[src/rtl/uart_pkg.sv]
// Shared definitions for the UART transmit arbiter: FSM encoding and default sizing.
package uart_pkg;

  typedef enum logic [1:0] {
    S_IDLE      = 2'd0,
    S_WAIT_DONE = 2'd1,
    S_GAP       = 2'd2
  } state_e;

  localparam int DEF_NUM_REQ      = 4;
  localparam int DEF_CLKS_PER_BIT = 87;
  // Frame watchdog length in bit times (a 10-bit frame plus margin).
  localparam int TIMEOUT_BITS     = 12;

endpackage

[src/rtl/uart_rr_arbiter.sv]
// Combinational round-robin pick: searches upward from last_grant+1, wrapping at NUM_REQ.
module uart_rr_arbiter
  import uart_pkg::*;
#(
  parameter int NUM_REQ = DEF_NUM_REQ
) (
  input  logic [NUM_REQ-1:0]         req,
  input  logic [$clog2(NUM_REQ)-1:0] last_grant,
  output logic [NUM_REQ-1:0]         gnt,
  output logic                       any_vld
);

  localparam int IDX_W = $clog2(NUM_REQ);

  logic [IDX_W:0] cand;
  logic           found;

  always_comb begin
    gnt   = '0;
    found = 1'b0;
    cand  = '0;
    // Distance 1 is highest priority, distance NUM_REQ (the previous winner) lowest.
    for (int i = 1; i <= NUM_REQ; i++) begin
      cand = {1'b0, last_grant} + (IDX_W+1)'(i);
      if (cand >= (IDX_W+1)'(NUM_REQ)) cand = cand - (IDX_W+1)'(NUM_REQ);
      for (int n = 0; n < NUM_REQ; n++) begin
        if (!found && req[n] && cand == (IDX_W+1)'(n)) begin
          gnt[n] = 1'b1;
          found  = 1'b1;
        end
      end
    end
  end

  assign any_vld = |req;

endmodule

[src/rtl/uart_tx_arbiter.sv]
// Shares one uart_tx among NUM_REQ byte requesters with round-robin arbitration.
// Optional frame watchdog and o_Timeout port enabled by UART_ARB_TIMEOUT_EN.
module uart_tx_arbiter
  import uart_pkg::*;
#(
  parameter int NUM_REQ      = DEF_NUM_REQ,
  parameter int CLKS_PER_BIT = DEF_CLKS_PER_BIT
) (
  input  logic                 i_Clock,
  input  logic                 i_Rst_n,
  input  logic [NUM_REQ-1:0]   i_Req_Valid,
  input  logic [8*NUM_REQ-1:0] i_Req_Byte,
  output logic [NUM_REQ-1:0]   o_Req_Ready,
  output logic [NUM_REQ-1:0]   o_Grant,
  output logic                 o_Tx_DV,
  output logic [7:0]           o_Tx_Byte,
  input  logic                 i_Tx_Done,
  output logic                 o_Busy
`ifdef UART_ARB_TIMEOUT_EN
  ,
  output logic                 o_Timeout
`endif
);

  localparam int IDX_W = $clog2(NUM_REQ);

  state_e             state_q, state_d;
  logic [IDX_W-1:0]   last_grant_q, last_grant_d;
  logic [NUM_REQ-1:0] grant_q, grant_d;
  logic [NUM_REQ-1:0] ready_q, ready_d;
  logic               dv_q, dv_d;
  logic [7:0]         byte_q, byte_d;

  logic [NUM_REQ-1:0] win_oh;
  logic               any_vld;
  logic [IDX_W-1:0]   win_idx;
  logic [7:0]         win_byte;

  uart_rr_arbiter #(.NUM_REQ(NUM_REQ)) u_rr (
    .req        (i_Req_Valid),
    .last_grant (last_grant_q),
    .gnt        (win_oh),
    .any_vld    (any_vld)
  );

  always_comb begin
    win_idx  = '0;
    win_byte = '0;
    for (int n = 0; n < NUM_REQ; n++) begin
      if (win_oh[n]) begin
        win_idx  = win_idx | IDX_W'(n);
        win_byte = win_byte | i_Req_Byte[8*n +: 8];
      end
    end
  end

`ifdef UART_ARB_TIMEOUT_EN
  localparam int TIMEOUT_CYC = TIMEOUT_BITS * CLKS_PER_BIT;
  localparam int CNT_W       = $clog2(TIMEOUT_CYC);
  logic [CNT_W-1:0] cnt_q, cnt_d;
  logic             timeout_q, timeout_d;
`endif

  always_comb begin
    state_d      = state_q;
    last_grant_d = last_grant_q;
    grant_d      = grant_q;
    ready_d      = '0;
    dv_d         = 1'b0;
    byte_d       = byte_q;
`ifdef UART_ARB_TIMEOUT_EN
    cnt_d        = '0;
    timeout_d    = 1'b0;
`endif
    case (state_q)
      S_IDLE: begin
        if (any_vld) begin
          state_d      = S_WAIT_DONE;
          last_grant_d = win_idx;
          grant_d      = win_oh;
          ready_d      = win_oh;
          dv_d         = 1'b1;
          byte_d       = win_byte;
        end
      end
      S_WAIT_DONE: begin
        if (i_Tx_Done) begin
          grant_d = '0;
          state_d = S_GAP;
        end
`ifdef UART_ARB_TIMEOUT_EN
        else if (cnt_q == CNT_W'(TIMEOUT_CYC - 1)) begin
          timeout_d = 1'b1;
          grant_d   = '0;
          state_d   = S_GAP;
        end else begin
          cnt_d = cnt_q + CNT_W'(1);
        end
`endif
      end
      // One idle cycle lets uart_tx finish its own cleanup before the next strobe.
      S_GAP:   state_d = S_IDLE;
      default: begin
        state_d = S_IDLE;
        grant_d = '0;
      end
    endcase
  end

  always_ff @(posedge i_Clock or negedge i_Rst_n) begin
    if (!i_Rst_n) begin
      state_q      <= S_IDLE;
      last_grant_q <= IDX_W'(NUM_REQ - 1);
      grant_q      <= '0;
      ready_q      <= '0;
      dv_q         <= 1'b0;
      byte_q       <= '0;
    end else begin
      state_q      <= state_d;
      last_grant_q <= last_grant_d;
      grant_q      <= grant_d;
      ready_q      <= ready_d;
      dv_q         <= dv_d;
      byte_q       <= byte_d;
    end
  end

`ifdef UART_ARB_TIMEOUT_EN
  always_ff @(posedge i_Clock or negedge i_Rst_n) begin
    if (!i_Rst_n) begin
      cnt_q     <= '0;
      timeout_q <= 1'b0;
    end else begin
      cnt_q     <= cnt_d;
      timeout_q <= timeout_d;
    end
  end
  assign o_Timeout = timeout_q;
`endif

  assign o_Req_Ready = ready_q;
  assign o_Grant     = grant_q;
  assign o_Tx_DV     = dv_q;
  assign o_Tx_Byte   = byte_q;
  assign o_Busy      = (state_q != S_IDLE);

endmodule

[config.mk]
export PLATFORM = sky130hd
export DESIGN_NAME = uart_tx_arbiter
export DESIGN_NICKNAME = d
export VERILOG_FILES = /design/src/rtl/uart_pkg.sv /design/src/rtl/uart_rr_arbiter.sv /design/src/rtl/uart_tx_arbiter.sv
export SDC_FILE = /design/constraint.sdc
export NUM_CORES = 1
export LEC_CHECK = 0
export ABC_AREA = 1
export CORE_AREA = 2 2 61 63
export DETAILED_ROUTE_END_ITERATION = 8
export DIE_AREA = 0 0 63 65
export GPL_ROUTABILITY_DRIVEN = 0
export GPL_TIMING_DRIVEN = 1
export PLACE_DENSITY = 0.75
export REMOVE_ABC_BUFFERS = 1
export SLEW_MARGIN = 20
export SYNTH_ARGS = -nofsm -noshare
export SYNTH_HDL_FRONTEND = slang
export SYNTH_SLANG_ARGS = --single-unit
[constraint.sdc]
create_clock -name i_Clock -period 3.7 [get_ports i_Clock]
set_clock_uncertainty 0.2 [all_clocks]
set_input_delay 1.11 -clock i_Clock [delete_from_list [all_inputs] [get_ports i_Clock]]
set_output_delay 1.11 -clock i_Clock [all_outputs]
set_load 0.02 [all_outputs]
Word-level counts from Yosys, hierarchy flattened:

Cells that the tools add are included.

* add/sub/neg operators: 8
* $lt $le $gt $ge: 4
* equality and inequality tests: 16
* mux-type cells: 51
* bitwise logic cells: 4
* reductions and logical operators: 56

Operators by type and width (count)
* $mux 1: 33
* $mux 8: 4
* $logic_and 1x1->1: 31
* $eq 3x2->1 const B: 8
* $or 8x8->8: 3
* $mux 4: 4
* $logic_not 1->1: 15
* $eq 3x1->1 const B: 4
* $ge 3x3->1 const B: 4
* $logic_not 3->1: 4
* $mux 3: 4
* $pmux 4 s3: 1
* $sub 3x3->3 const B: 4
* $mux 2: 4
* $add 2x2->3 const B: 2
* $ne 2x2->1 const B: 2
* $pmux 2 s2: 1
* $reduce_and 2->1: 2
* $reduce_or 4->1: 1
* $add 2x1->3 const B: 1
* $add 2x3->3 const B: 1
* $reduce_and 3->1: 1
* $eq 2x1->1 const B: 1
* $eq 2x2->1 const B: 1
* 3 further kinds: 3

* register bits after elaboration: 21
* bits of input ports: 39
* logic and storage cells: 145

Depth between registers and ports, before layout:

Gate-level depths: netlist (run 1).

* depth after elaboration: 68
* depth in mapped cells: 16

Cells and area by module:

A second synthesis (run 1) with hierarchy kept.

* cell total of the unflattened synthesis: 185
* area, all modules: 1346.3 um2

Modules (own cells, without submodules)
* uart_tx_arbiter: times used 1, cells each 131, area an instance 1048.5 um2
* uart_rr_arbiter: times used 1, cells each 54, area an instance 297.8 um2

Least setup slack after synthesis (run 1):

No wires, ideal clock.

* kind: input-to-reg
* start: input i_Req_Valid[2]
* end: register byte_q[0], in the netlist o_Tx_Byte[0]
* data arrival time: 2321 ps
* data required time: 3423 ps
* path slack: 1102 ps
* stages on the path: 13
* path buffers: 0
* cell sequence: nand3_1 -> nand3_2 -> nor2_4 -> nand4_4 -> nor2_4 -> nand4_4 -> nor2_8 -> nand3_2 -> nand2_4 -> nand2_1 -> nand2_1 -> nor2_1 -> a21oi_1

* cells in the longest elaborated chain, start to end: 56
* elaborated cells between the ends (all ways): 77
* classes of those cells: 31 x mux; 3 x bitwise; 43 x reduce/logical

Ends and longest elaborated chain
* start, declared: line uart_tx_arbiter.sv:11 `input logic [NUM_REQ-1:0] i_Req_Valid,`
* $logic_and 1x1->1 (2 in a row): line uart_rr_arbiter.sv:27 `if (!found && req[n] && cand == (IDX_W+1)'(n)) begin`
* $mux 1: line uart_rr_arbiter.sv:27
* $logic_not 1->1: line uart_rr_arbiter.sv:27
* $logic_and 1x1->1 (2 in a row): line uart_rr_arbiter.sv:27
* $mux 1: line uart_rr_arbiter.sv:27
* $logic_not 1->1: line uart_rr_arbiter.sv:27
* $logic_and 1x1->1 (2 in a row): line uart_rr_arbiter.sv:27
* $mux 1: line uart_rr_arbiter.sv:27
* (+35 left out)
* $mux 1: line uart_rr_arbiter.sv:27
* $logic_not 1->1: line uart_rr_arbiter.sv:27
* $logic_and 1x1->1 (2 in a row): line uart_rr_arbiter.sv:27
* $mux 1: line uart_rr_arbiter.sv:27
* $logic_not 1->1: line uart_rr_arbiter.sv:27
* $logic_and 1x1->1 (2 in a row): line uart_rr_arbiter.sv:27
* $mux 1: line uart_rr_arbiter.sv:27
* $mux 8: line uart_tx_arbiter.sv:50 `if (win_oh[n]) begin`
* end signal, assigned: line uart_tx_arbiter.sv:124 `byte_q <= byte_d;`
* end, declared: line uart_tx_arbiter.sv:32 `logic [7:0] byte_q, byte_d;`

Several ways; a longest one is shown, not always the timed one.
A chain may end at the register's enable or synchronous reset.

Final worst setup path (run 1):

* start: input i_Req_Valid[2]
* end: register byte_q[7], in the netlist o_Tx_Byte[7]

Same word-level chain as after synthesis.

==> impl_metrics.json, run 1 <==
{
  "clk_pin_slew_worst_paths_ps": 120,
  "power.leakage_nw": 0.979,
  "hold_violations": 0,
  "power_frac_seq": 0.261,
  "overflow": 0,
  "rsz0062_at_grt": "no",
  "wl_per_cell_um": 11.4,
  "area_growth_syn_to_layout_pct": 49.8,
  "netlist_instances": 184,
  "grt_pass1_vias": 1398,
  "io_buffers": 56,
  "num_vias": 1381,
  "hold_path.class": "register to register",
  "arrival_ps": 3140,
  "startpoint_type": "input pin",
  "worstSkewPairLatency_ps": 310,
  "dieHeight_um": 65,
  "dp_slack_ps": 285,
  "initial_core_util": 0.383,
  "hold_buffers": 0,
  "die-area_sq_mm": 0.00410,
  "coreArea_sq_mm": 0.00350,
  "pwr-share-clk": 0.072,
  "cp_max_fo": 9,
  "power.density_mw_per_mm2": 783,
  "fin_nets": 286,
  "clock_sinks": 21,
  "row_count": 22,
  "die_w_um": 63,
  "max_freq_mhz": 323,
  "via_per_inst": 4.70,
  "ant_nets": 0,
  "cts_tree": "done",
  "n_antenna_cell": 0,
  "power.total_w": 0.00157,
  "setup_tns_ps": 0,
  "synth-seq-cells": 21,
  "postSynthAreaPerCell_sq_um": 7.28,
  "grt_pass1_wl_um": 5910,
  "yosys_warnings": 0,
  "post_cts_buffers": 0,
  "numCtsBuffers": 3,
  "grt_usage": 0.181,
  "place_hpwl_um": 2630,
  "fillerInstances": 353,
  "slew_viol_final": 0,
  "root_buffer": "clkbuf_4",
  "io_pins": 57,
  "period_needed_ps": 3100,
  "final_cell_mix": "clkdlybuf4s50_1, nand2_1, nor2_1",
  "layout-drive-gt1-share": 0.102,
  "grt_max_degree": 22,
  "worst_pin_slew_ps": 391,
  "finalSetupViolCount": 0,
  "slew_headroom": 0.739,
  "status": "finished, final reports clean",
  "final.period_utilization": 0.838,
  "peakVddDrop_v": 0.000302,
  "cts.path.max_buffers": 2,
  "antenna_found_initial": 0,
  "h-tree-depth": 1,
  "syn_area_sq_mm": 0.00134,
  "final_common_cell": "clkdlybuf4s50_1",
  "crit_path_end_kind": "register",
  "finalWorstSetupSlack_ps": 599,
  "p_int_w": 0.000808,
  "critPathRequiredTime_ps": 3740,
  "cts_resized": 0,
  "routed_wl_um": 3360,
  "netSwitchingPower_w": 0.000763,
  "first_pass_iters": 4,
  "ys_seq_area_frac": 0.394,
  "p_sw_frac": 0.486,
  "synth.distinct_cells": 22,
  "max_cap_viol_count": 0,
  "worstSetupPathType": "input pin to register",
  "comb_power_share": 0.667,
  "drc": 0,
  "drt_iter0_drc": 39
}
-- cell type report --
class                      count  area, sq um  share of cell area
multi-input combinational    132          694               0.346
timing repair buffer          59          583               0.291
sequential                    21          528               0.263
inverter                      30          113              0.0561
tap                           48         60.1              0.0299
clock buffer                   3         22.5              0.0112
clock inverter                 1         5.00             0.00250
-- power by group through the flow --
stage / registers, W / logic [W] / clock network (W)
2_1_floorplan: 0.000510 / 0.000570 / 0
3_3_place_gp: 0.000412 / 0.00104 / 0
3_5_place_dp: 0.000418 / 0.00105 / 0
4_1_cts: 0.000412 / 0.00106 / 0.000113
5_1_grt: 0.000428 / 0.00116 / 0.000123
6_report: 0.000410 / 0.00105 / 0.000113
-- per-stage QoR --
| stage | hold slack, ps | util | cell area (sq um) | cells |
|---|---|---|---|---|
| final | 334 | 0.574 | 2010 | 294 |
| after global routing | 373 | 0.574 | 2010 | 294 |
| after CTS | 340 | 0.574 | 2010 | 294 |
| after detailed placement | 313 | 0.566 | 1980 | 290 |
| after floorplan | 292 | - | 1340 | 183 |
| after global placement | 289 | 0.566 | 1980 | 290 |
-- logic make-up (layout without fill, tap and decap cells) --
logic type             Yosys count  count (layout)  synth area share
AND/OR/NAND/NOR                 99              99             0.391
AO/OA/AOI/OAI                   33              33             0.128
buffers and inverters           31              93            0.0869
flip-flops                      21              21             0.394
-- cells in the mapped netlist --
library cell | instances | area share
nand3_1 | 7 | 0.026
clkinv_1 | 3 | 0.0084
nand2_4 | 2 | 0.017
clkbuf_1 | 1 | 0.0028
dfstp_2 | 2 | 0.039
nor2_4 | 2 | 0.017
nand2_2 | 3 | 0.014
nand4_1 | 4 | 0.019
dfrtp_1 | 19 | 0.36
nor2_2 | 2 | 0.0093
o211ai_1 | 1 | 0.0056
nand4_2 | 1 | 0.0093
nand4_4 | 3 | 0.048
a21oi_1 | 24 | 0.090
nand3_2 | 2 | 0.015
nor2_8 | 1 | 0.015
o21ai_0 | 6 | 0.022
inv_1 | 27 | 0.076
nand2_1 | 44 | 0.12
nor2_1 | 28 | 0.079
o31ai_1 | 1 | 0.0056
a31oi_1 | 1 | 0.0047
-- metal layers --
layer	vias up	part of all wire	GRT usage
met4	0	0.016	0.0667
li1	710	-	-
met3	4	0.060	0.0382
met2	54	0.50	0.316
met5	-	0	0
met1	613	0.42	0.220
-- final timing paths --
| check | startpoint | to | slack (ps) | depth (start not counted) |
|---|---|---|---|---|
| max in group asynchronous | i_Rst_n | last_grant_q[0] | 2100 | 2 |
| worst max-delay path | i_Req_Valid[2] | o_Tx_Byte[7] | 600 | 12 |
| worst max register to register | last_grant_q[1] | o_Tx_Byte[7] | 1280 | 14 |
| worst min-delay path | o_Grant[3] | o_Grant[3] | 330 | 2 |
| worst min register to register | o_Grant[3] | o_Grant[3] | 330 | 2 |
| min in group asynchronous | i_Rst_n | o_Grant[2] | 930 | 2 |
-- worst max-delay path, stage by stage --
cell and delay (ps):
clkdlybuf4s50_1 520, nand3_1 170, nand3_2 100, nor2_4 120, nand4_4 100, nor2_4 150
nand4_4 130, nor2_8 160, nand4_2 100, nand2_2 190, a21oi_1 100, a21oi_1 180
-- state kept, by name, indices dropped and copies added, names as in the netlist --
register	flops
last_grant_q	2
o_Grant	4
o_Req_Ready	4
o_Tx_Byte	8
o_Tx_DV	1
state_q	2
Power figures use the tool's default switching activity.
==> run 2, diff against run 1 <==
==> constraint.sdc (replaced) <==
create_clock -name i_Clock -period 2.95 [get_ports i_Clock]
set_clock_uncertainty 0.2 [all_clocks]
set_input_delay 0.885 -clock i_Clock [delete_from_list [all_inputs] [get_ports i_Clock]]
set_output_delay 0.885 -clock i_Clock [all_outputs]
set_load 0.02 [all_outputs]
==> impl_metrics.json, run 2 (same netlist as run 1, synthesis figures left out) <==
{
  "status": "finished, final reports clean",
  "cp_max_fo": 9,
  "grt_max_degree": 22,
  "n_antenna_cell": 0,
  "finalSetupViolCount": 0,
  "area_growth_syn_to_layout_pct": 57.7,
  "grt_usage": 0.183,
  "final_cell_mix": "clkdlybuf4s50_1, nand2_1, nor2_1",
  "fillerInstances": 335,
  "power.density_mw_per_mm2": 967,
  "peakVddDrop_v": 0.000351,
  "drt_iter0_drc": 31,
  "routed_wl_um": 3480,
  "r2r_start": "last_grant_q[1]",
  "coreArea_sq_mm": 0.00350,
  "hold_buffers": 0,
  "antenna_found_initial": 0,
  "worstSkewPairLatency_ps": 300,
  "ant_nets": 0,
  "dieHeight_um": 65,
  "startpoint_type": "input pin",
  "finalWorstSetupSlack_ps": 289,
  "largest_reg_flops": 8,
  "slowest_stage": "clkdlybuf4s50_1",
  "arrival_ps": 2700,
  "initial_core_util": 0.383,
  "hold_path.class": "register to register",
  "max_cap_viol_count": 0,
  "hold_violations": 0,
  "reg2reg_setup_slack_ps": 600,
  "comb_power_share": 0.681,
  "regArea_sq_um": 528,
  "rr_worst_depth": 12,
  "period_needed_ps": 2660,
  "io_buffers": 56,
  "cts_tree": "done",
  "rsz0062_at_grt": "no",
  "die-area_sq_mm": 0.00410,
  "place_hpwl_um": 2800,
  "power_frac_seq": 0.251,
  "grt_pass1_wl_um": 5910,
  "cts_resized": 0,
  "final.period_utilization": 0.902,
  "dp_slack_ps": -58.7,
  "power.total_w": 0.00204,
  "overflow": 0,
  "drc": 0,
  "startpoint": "i_Req_Valid[0]",
  "setup_tns_ps": 0,
  "grt_pass1_vias": 1343,
  "cp-endpoint": "last_grant_q[1]",
  "crit_path_end_kind": "register",
  "die_w_um": 63,
  "fin_nets": 300,
  "r2r_end": "last_grant_q[1]",
  "post_cts_buffers": 0,
  "netSwitchingPower_w": 0.000957,
  "layout-drive-gt1-share": 0.150,
  "max_freq_mhz": 376,
  "first_pass_iters": 6,
  "multi_input_area_sq_um": 694,
  "p_int_w": 0.00109,
  "h-tree-depth": 1,
  "slew_viol_final": 0,
  "p_sw_frac": 0.469,
  "pwr-share-clk": 0.067,
  "numCtsBuffers": 3,
  "final_common_cell": "clkdlybuf4s50_1",
  "num_vias": 1416,
  "crit_path_cell_trace": "clkdlybuf4s50_1, nand3_1, nand3_2, nor2_4, nand4_4, nor2_4, nand4_4, nor2_8, nand4_2, nand2_2, nand2_1, o211ai_1",
  "clk_pin_slew_worst_paths_ps": 120,
  "via_per_inst": 4.60,
  "row_count": 22,
  "worst_pin_slew_ps": 449,
  "wl_per_cell_um": 11.3,
  "holdCritStartpoint": "o_Tx_Byte[0]",
  "worstSetupPathType": "input pin to register",
  "clock_sinks": 21,
  "root_buffer": "clkbuf_4",
  "slowest_delay_ps": 420,
  "io_pins": 57,
  "cts.path.max_buffers": 2,
  "critPathRequiredTime_ps": 2980,
  "slew_headroom": 0.698,
  "power.leakage_nw": 1.05
}
[run 2: changes by cell type in the layout (fill, tap and decap cells not counted), sizes merged]
cell / before / now
buf: 3 / 17
[run 2: how the worst min path moves through the flow]
stage	endpoint	slack, ps	cells after the start
after global placement	o_Grant[2]	290	2
after detailed placement	o_Grant[3]	320	2
after CTS	state_q[1]	340	3
after global routing	o_Tx_Byte[5]	380	2
final	o_Tx_Byte[0]	340	2
after floorplan	state_q[1]	290	3
[run 2: final cells by class]
class / count / share of cell area
multi-input cells: 132 / 0.329
repair buffers: 73 / 0.326
flip-flops and latches: 21 / 0.250
inverters: 30 / 0.0533
well taps: 48 / 0.0285
clock buffers: 3 / 0.0107
clock inverters: 1 / 0.00237
[run 2: power groups by stage]
| stage | Clock, W | Sequential, W | Combinational [W] |
|---|---|---|---|
| CTS | 0.000141 | 0.000515 | 0.00141 |
| global route | 0.000158 | 0.000534 | 0.00153 |
| global placement | 0 | 0.000519 | 0.00138 |
| finish | 0.000138 | 0.000513 | 0.00139 |
| detailed placement | 0 | 0.000522 | 0.00140 |
| floorplan | 0 | 0.000640 | 0.000714 |
[run 2: per-layer routing]
layer  GRT usage  part of all wire  up-vias
li1            -                 -      748
met1       0.208              0.40      624
met2       0.342              0.54       44
met3      0.0399             0.057        0
met4      0.0500                 0        0
met5           0                 0        -
[run 2: through the flow]
stage          hold WS [ps]  utilization  area, sq um  std cells
4_1_cts                 339        0.604         2110        308
2_1_floorplan           292            -         1340        183
5_1_grt                 379        0.604         2110        308
3_3_place_gp            293        0.596         2080        304
3_5_place_dp            316        0.596         2080        304
6_report                338        0.604         2110        308
[run 2: critical path, delay by kind of cell]
family,cells,cell delay (ps)
AND/OR/NAND/NOR,10,1280
buffers and inverters,1,420
AO/OA/AOI/OAI,1,110
